File: src/rtl/imem_loader.sv
// Boot-time instruction-memory loader: parses a 16-bit word-count header and
// writes big-endian 32-bit words from address 0. Optional trailer check: IMEM_LOADER_CSUM_EN.
module imem_loader #(
  parameter int ADDR_W    = 8,
  parameter int MAX_WORDS = 256
) (
  input  logic              clk,
  input  logic              rst_n,
  input  logic              start,
  input  logic              byte_valid,
  input  logic [7:0]        byte_data,
  output logic              byte_ready,
  output logic              imem_we,
  output logic [ADDR_W-1:0] imem_addr,
  output logic [31:0]       imem_wdata,
  output logic              busy,
  output logic              done,
  output logic              error,
  output logic              cpu_hold
);

  // state  | meaning
  // IDLE   | waiting for start after reset
  // HDR_HI | accepting word-count high byte
  // HDR_LO | accepting word-count low byte, range check
  // DATA   | accepting the four bytes of a word, MSB first
  // WRITE  | one-cycle memory write, advance index
  // CSUM   | accepting the XOR trailer byte (checksum build only)
  // DONE   | image loaded, CPU released
  // ERR    | session aborted, CPU held
  typedef enum logic [2:0] {
    IDLE, HDR_HI, HDR_LO, DATA, WRITE, DONE, ERR
`ifdef IMEM_LOADER_CSUM_EN
    , CSUM
`endif
  } state_t;

  localparam int IW = ADDR_W + 1;

`ifdef IMEM_LOADER_CSUM_EN
  localparam state_t FINISH = CSUM;
  logic [7:0] csum;
`else
  localparam state_t FINISH = DONE;
`endif

  state_t        state, state_d;
  logic [7:0]    n_hi;
  logic [IW-1:0] n_words;
  logic [IW-1:0] idx;
  logic [IW-1:0] idx_inc;
  logic [1:0]    bcnt;
  logic [31:0]   word;
  logic [15:0]   hdr_n;
  logic          xfer;

  assign xfer    = byte_valid && byte_ready;
  assign hdr_n   = {n_hi, byte_data};
  assign idx_inc = idx + 1'b1;

  always_comb begin
    state_d = state;
    case (state)
      IDLE, DONE, ERR: if (start) state_d = HDR_HI;
      HDR_HI: if (xfer) state_d = HDR_LO;
      HDR_LO: begin
        if (xfer) begin
          if (hdr_n == 16'd0)                 state_d = FINISH;
          else if (int'(hdr_n) > MAX_WORDS)   state_d = ERR;
          else                                state_d = DATA;
        end
      end
      DATA:  if (xfer && bcnt == 2'd3) state_d = WRITE;
      WRITE: state_d = (idx_inc == n_words) ? FINISH : DATA;
`ifdef IMEM_LOADER_CSUM_EN
      CSUM:  if (xfer) state_d = (byte_data == csum) ? DONE : ERR;
`endif
      default: state_d = IDLE;
    endcase
  end

  always_comb begin
    byte_ready = 1'b0;
    busy       = 1'b0;
    case (state)
      HDR_HI, HDR_LO, DATA: begin
        byte_ready = 1'b1;
        busy       = 1'b1;
      end
`ifdef IMEM_LOADER_CSUM_EN
      CSUM: begin
        byte_ready = 1'b1;
        busy       = 1'b1;
      end
`endif
      WRITE:   busy = 1'b1;
      default: ;
    endcase
  end

  // Status flags are pure state decodes so an async reset clears them at once.
  assign imem_we    = (state == WRITE);
  assign done       = (state == DONE);
  assign error      = (state == ERR);
  assign cpu_hold   = (state != DONE);
  assign imem_addr  = idx[ADDR_W-1:0];
  assign imem_wdata = word;

  always_ff @(posedge clk or negedge rst_n) begin
    if (!rst_n) begin
      state   <= IDLE;
      n_hi    <= '0;
      n_words <= '0;
      idx     <= '0;
      bcnt    <= '0;
      word    <= '0;
`ifdef IMEM_LOADER_CSUM_EN
      csum    <= '0;
`endif
    end else begin
      state <= state_d;
      case (state)
        IDLE, DONE, ERR: begin
          if (start) begin
            idx  <= '0;
            bcnt <= '0;
`ifdef IMEM_LOADER_CSUM_EN
            csum <= '0;
`endif
          end
        end
        HDR_HI: if (xfer) n_hi <= byte_data;
        HDR_LO: if (xfer) n_words <= hdr_n[IW-1:0];
        DATA: begin
          if (xfer) begin
            word <= {word[23:0], byte_data};
            bcnt <= bcnt + 2'd1;
`ifdef IMEM_LOADER_CSUM_EN
            csum <= csum ^ byte_data;
`endif
          end
        end
        WRITE:   idx <= idx_inc;
        default: ;
      endcase
    end
  end

endmodule

File: config.mk
export PLATFORM = sky130hd
export DESIGN_NAME = imem_loader
export DESIGN_NICKNAME = d
export VERILOG_FILES = /design/src/rtl/imem_loader.sv
export SDC_FILE = /design/constraint.sdc
export NUM_CORES = 1
export LEC_CHECK = 0
export BUFFER_PORTS_ARGS = -buffer_cell sky130_fd_sc_hd__buf_4
export CAP_MARGIN = 20
export CORE_MARGIN = 2
export CORE_UTILIZATION = 35
export DETAILED_ROUTE_END_ITERATION = 7
export SKIP_CTS_REPAIR_TIMING = 1
export SLEW_MARGIN = 20
export SYNTH_ARGS = -nofsm -noshare
export SYNTH_HDL_FRONTEND = slang
export SYNTH_SLANG_ARGS = --single-unit
File: constraint.sdc
create_clock -name clk -period 5.7 [get_ports clk]
set_clock_uncertainty 0.05 [all_clocks]
set_input_delay 0.285 -clock clk [delete_from_list [all_inputs] [get_ports clk]]
set_output_delay 0.285 -clock clk [all_outputs]
set_load 0.02 [all_outputs]
==> report_table.html <==
<table>
<tr><th>Metric</th><th>Value</th></tr>
<tr><th colspan="2">Synthesis</th></tr>
<tr><td>Fraction of synthesized cell area taken by the top area cell type</td><td>52.7%</td></tr>
<tr><td>Nets in the synthesized netlist</td><td>259</td></tr>
<tr><td>Proportion of register bits with asynchronous set or reset after synthesis</td><td>100%</td></tr>
<tr><td>Synthesized netlist cell count</td><td>245</td></tr>
<tr><td>Average size of a mapped cell</td><td>12.2 um2</td></tr>
<tr><td>Leading post-synthesis cells by cell area</td><td>sky130_fd_sc_hd__dfrtp_1 (53%), sky130_fd_sc_hd__mux2_2 (18%), sky130_fd_sc_hd__buf_4 (3.3%), sky130_fd_sc_hd__o21ai_0 (2.5%), sky130_fd_sc_hd__xnor2_1 (2.1%)</td></tr>
<tr><td>Yosys warns</td><td>0</td></tr>
<tr><td>Synth unique cells</td><td>44</td></tr>
<tr><td>Cell taking the most area after synthesis</td><td>sky130_fd_sc_hd__dfrtp_1</td></tr>
<tr><td>Number of enable-type register cells in the synthesized netlist</td><td>0</td></tr>
<tr><td>Total standard cell area after synthesis</td><td>2990 um2</td></tr>
<tr><td>Most frequently used cell type in the post-synthesis netlist</td><td>sky130_fd_sc_hd__dfrtp_1</td></tr>
<tr><td>Sequential area share after synthesis</td><td>52.7%</td></tr>
<tr><td>Most used DFF post-synth</td><td>sky130_fd_sc_hd__dfrtp_1</td></tr>
<tr><td>Number of register bits inferred by synthesis</td><td>63</td></tr>
<tr><td>Leading cell types by count after synthesis</td><td>sky130_fd_sc_hd__dfrtp_1 (63), sky130_fd_sc_hd__mux2_2 (49), sky130_fd_sc_hd__o21ai_0 (15)</td></tr>
<tr><th colspan="2">CTS</th></tr>
<tr><td>TritonCTS clock tree</td><td>yes</td></tr>
<tr><td>Clock-pin slew on the worst setup and hold paths</td><td>70 ps</td></tr>
<tr><td>Clock root buffer master</td><td>sky130_fd_sc_hd__clkbuf_8</td></tr>
<tr><td>CTS sink count</td><td>63</td></tr>
<tr><td>CTS Buffer Depth</td><td>2</td></tr>
<tr><td>Later-pin clock latency in the skew report</td><td>330 ps</td></tr>
<tr><td>Clock buffers created by TritonCTS</td><td>9</td></tr>
<tr><td>Number of H-tree levels</td><td>3</td></tr>
<tr><th colspan="2">STA</th></tr>
<tr><td>Final hold viol count</td><td>37</td></tr>
<tr><td>Upper clock frequency limit</td><td>0.424 GHz</td></tr>
<tr><td>Sum Neg Setup Slack</td><td>0 ps</td></tr>
<tr><td>Minimum clock period after layout</td><td>2360 ps</td></tr>
<tr><td>Hold_ws</td><td>-23.4 ps</td></tr>
<tr><td>Post-route clock period utilization</td><td>41.3%</td></tr>
<tr><td>Final setup viols</td><td>0</td></tr>
<tr><td>Setup repair after global routing missed its margin</td><td>false</td></tr>
<tr><td>Number of max-slew violations in the final report</td><td>0</td></tr>
<tr><td>Least-Margin Pin Slew</td><td>787 ps</td></tr>
<tr><td>Worst relative slew slack</td><td>47.5%</td></tr>
<tr><th colspan="2">Floorplanning</th></tr>
<tr><td>Full die area</td><td>9300 um2</td></tr>
<tr><td>Initial Util</td><td>36.2%</td></tr>
<tr><td>Std-Cell Rows</td><td>33</td></tr>
<tr><td>Die X-Extent</td><td>96.4 um</td></tr>
<tr><td>Height of the chip</td><td>96.4 um</td></tr>
<tr><td>I/O pin count</td><td>58</td></tr>
<tr><td>Core Footprint</td><td>8260 um2</td></tr>
<tr><th colspan="2">Critical path</th></tr>
<tr><td>Startpoint kind of the worst setup timing path</td><td>register</td></tr>
<tr><td>Type of destination of the critical path</td><td>primary output</td></tr>
<tr><td>Cell breakdown of the critical path</td><td>nor2_1 -&gt; nand2_1 -&gt; inv_1 -&gt; buf_4</td></tr>
<tr><td>CP bufs+invs</td><td>2</td></tr>
<tr><td>Data arrival at the endpoint of the critical path</td><td>2020 ps</td></tr>
<tr><td>Worst setup path class</td><td>reg2out</td></tr>
<tr><td>Worst-path cell with the longest stage delay</td><td>sky130_fd_sc_hd__dfrtp_1</td></tr>
<tr><td>Critical path peak fanout</td><td>12</td></tr>
<tr><td>Largest delay share family, worst path</td><td>simple AND/OR/NAND/NOR gates</td></tr>
<tr><td>Data required, critical path</td><td>5370 ps</td></tr>
<tr><td>Maximum cell stage delay along the critical path</td><td>480 ps</td></tr>
<tr><th colspan="2">Detailed routing</th></tr>
<tr><td>Count of antenna-violating nets left after detailed routing</td><td>0</td></tr>
<tr><td>Routed vias/inst</td><td>4.99</td></tr>
<tr><td>Sum of routed wire length over all layers</td><td>5840 um</td></tr>
<tr><td>Total iterations of the first detailed-routing run</td><td>4</td></tr>
<tr><td>Violation count after the first detailed-route iteration</td><td>103</td></tr>
<tr><td>Routed wire per std cell</td><td>14.5 um</td></tr>
<tr><td>Via count of the routed design</td><td>2014</td></tr>
<tr><td>Remaining routing DRC violations</td><td>0</td></tr>
<tr><th colspan="2">Global routing</th></tr>
<tr><td>Vias in the first global route</td><td>2013</td></tr>
<tr><td>Maximum number of pins on one net before global-route repair</td><td>64</td></tr>
<tr><td>Wire length of the first global-routing pass</td><td>9830 um</td></tr>
<tr><td>Antenna violations before repair</td><td>0</td></tr>
<tr><td>Combined global-route utilization of all metal layers</td><td>13.8%</td></tr>
<tr><td>Total global routing overflow</td><td>0</td></tr>
<tr><th colspan="2">Cells and area</th></tr>
<tr><td>Nets</td><td>308</td></tr>
<tr><td>Area growth from synthesis to layout</td><td>21.6%</td></tr>
<tr><td>Fraction of final layout cells with drive strength greater than 1</td><td>45.5%</td></tr>
<tr><td>Antenna diode count</td><td>0</td></tr>
<tr><th colspan="2">Power</th></tr>
<tr><td>Areal power density over the cells</td><td>578 nW/um2</td></tr>
<tr><td>Worst supply voltage drop on vdd</td><td>0.252 mV</td></tr>
<tr><td>Total power consumption of the routed design</td><td>0.00210 W</td></tr>
<tr><td>Leakage dissipation</td><td>1.66 nW</td></tr>
<tr><th colspan="2">Placed design</th></tr>
<tr><td>Routability cong.</td><td>0.816</td></tr>
<tr><td>Count of input and output buffers</td><td>57</td></tr>
<tr><td>Half-perimeter wire length after detailed placement</td><td>4120 um</td></tr>
<tr><th colspan="2">Job</th></tr>
<tr><td>Number of max-capacitance violations reported</td><td>0</td></tr>
<tr><th colspan="2">Status</th></tr>
<tr><td>Failing checks</td><td>negative hold slack</td></tr>
<tr><td>Status</td><td>finished, violations left</td></tr>
<tr><th colspan="2">Min path</th></tr>
<tr><td>Hold crit path type</td><td>in2async</td></tr>
</table>
[layout by cell type, fill, tap and decap left out, drive strengths merged, types with 2 or more instances in the layout]
cell / Yosys / routed
nor3: 4 / 4
xnor2: 7 / 7
ha: 2 / 2
mux2i: 2 / 2
a22o: 2 / 2
nand3: 8 / 8
nand2b: 2 / 2
buf: 18 / 58
and3: 4 / 4
nand2: 13 / 13
a21oi: 4 / 4
o21ai: 16 / 16
nor2: 12 / 12
xor2: 5 / 5
clkbuf: 2 / 10
mux2: 49 / 49
clkinvlp: 0 / 2
nor4: 4 / 4
dfrtp: 63 / 63
clkinv: 0 / 2
a211oi: 2 / 2
o31ai: 2 / 2
a211o: 2 / 2
inv: 6 / 7
and2: 2 / 2
[area by class of cell]
class                           instances  area [um2]
Clock buffer                           10         138
Clock inverter                          6        67.6
Fill cell                             808        4620
Inverter                                6        22.5
Multi-Input combinational cell        156        1260
Sequential cell                        63        1580
Tap cell                              105         131
Timing Repair Buffer                   58         435
[worst register-to-register path: cells and delay by family (launching register included)]
kind / cells / cell delay, ps
and+or+nand+nor: 3 / 620
DFF: 1 / 460
adders and majority gates: 1 / 390
AOI/OAI and AO/OA: 1 / 200
xor gates and xnor gates: 1 / 170
[flip-flops by register name, indices dropped and copies added (netlist names)]
name and cells:
idx 9, state 3, n_words 9, bcnt 2
imem_wdata 32, n_hi 8
[metal layers]
layer / vias to the layer above / part of all wire, % / GRT usage [%]
met3: 11 / 3.5 / 2.17
li1: 966 / - / -
met1: 1002 / 46 / 17.9
met2: 35 / 48 / 22.7
met4: 0 / 2.2 / 6.81
met5: - / 0 / 0
[final timing paths]
check,from,to,slack [ps],cells past startpoint
min,rst_n,imem_wdata[15]$_DFFE_PN0P_,-20,1
max reg2reg,idx[0]$_DFFE_PN0P_,state[1]$_DFFE_PN0P_,3710,6
min reg2reg,bcnt[0]$_DFFE_PN0P_,bcnt[0]$_DFFE_PN0P_,460,1
max,state[1]$_DFFE_PN0P_,imem_we,3340,4
min in group clk,byte_data[0],imem_wdata[0]$_DFFE_PN0P_,160,2
max in group asynchronous,rst_n,n_words[0]$_DFFE_PN0P_,5100,1
[cell families after synthesis]
| logic type | after synthesis | share of synthesized area, % |
|---|---|---|
| multiplexers | 51 | 19.1 |
| buffers and inverters | 26 | 5.11 |
| flip-flops | 63 | 52.7 |
| AND/OR/NAND/NOR | 55 | 10.5 |
| XOR/XNOR | 12 | 3.52 |
| adder cells (fa/ha/maj) | 3 | 1.17 |
| AO/OA/AOI/OAI | 35 | 7.83 |
[per-stage QoR]
step / setup WS [ps] / hold slack [ps] / instance area [um2] / std cells / utilization, %
floorplan: 3880 / -60.6 / 2990 / 245 / -
global placement: 3410 / 369 / 3430 / 388 / 41.5
detailed placement: 3730 / 375 / 3430 / 388 / 41.5
CTS: 3350 / 3.68 / 3640 / 404 / 44.0
global route: 3210 / 43.6 / 3640 / 404 / 44.0
finish: 3340 / -23.4 / 3640 / 404 / 44.0
[where the power goes]
group | switching, W | internal [W]
registers | 0.000166 | 0.000647
clock network | 0.000176 | 0.000215
logic | 0.000441 | 0.000457
Power figures use the tool's default switching activity.
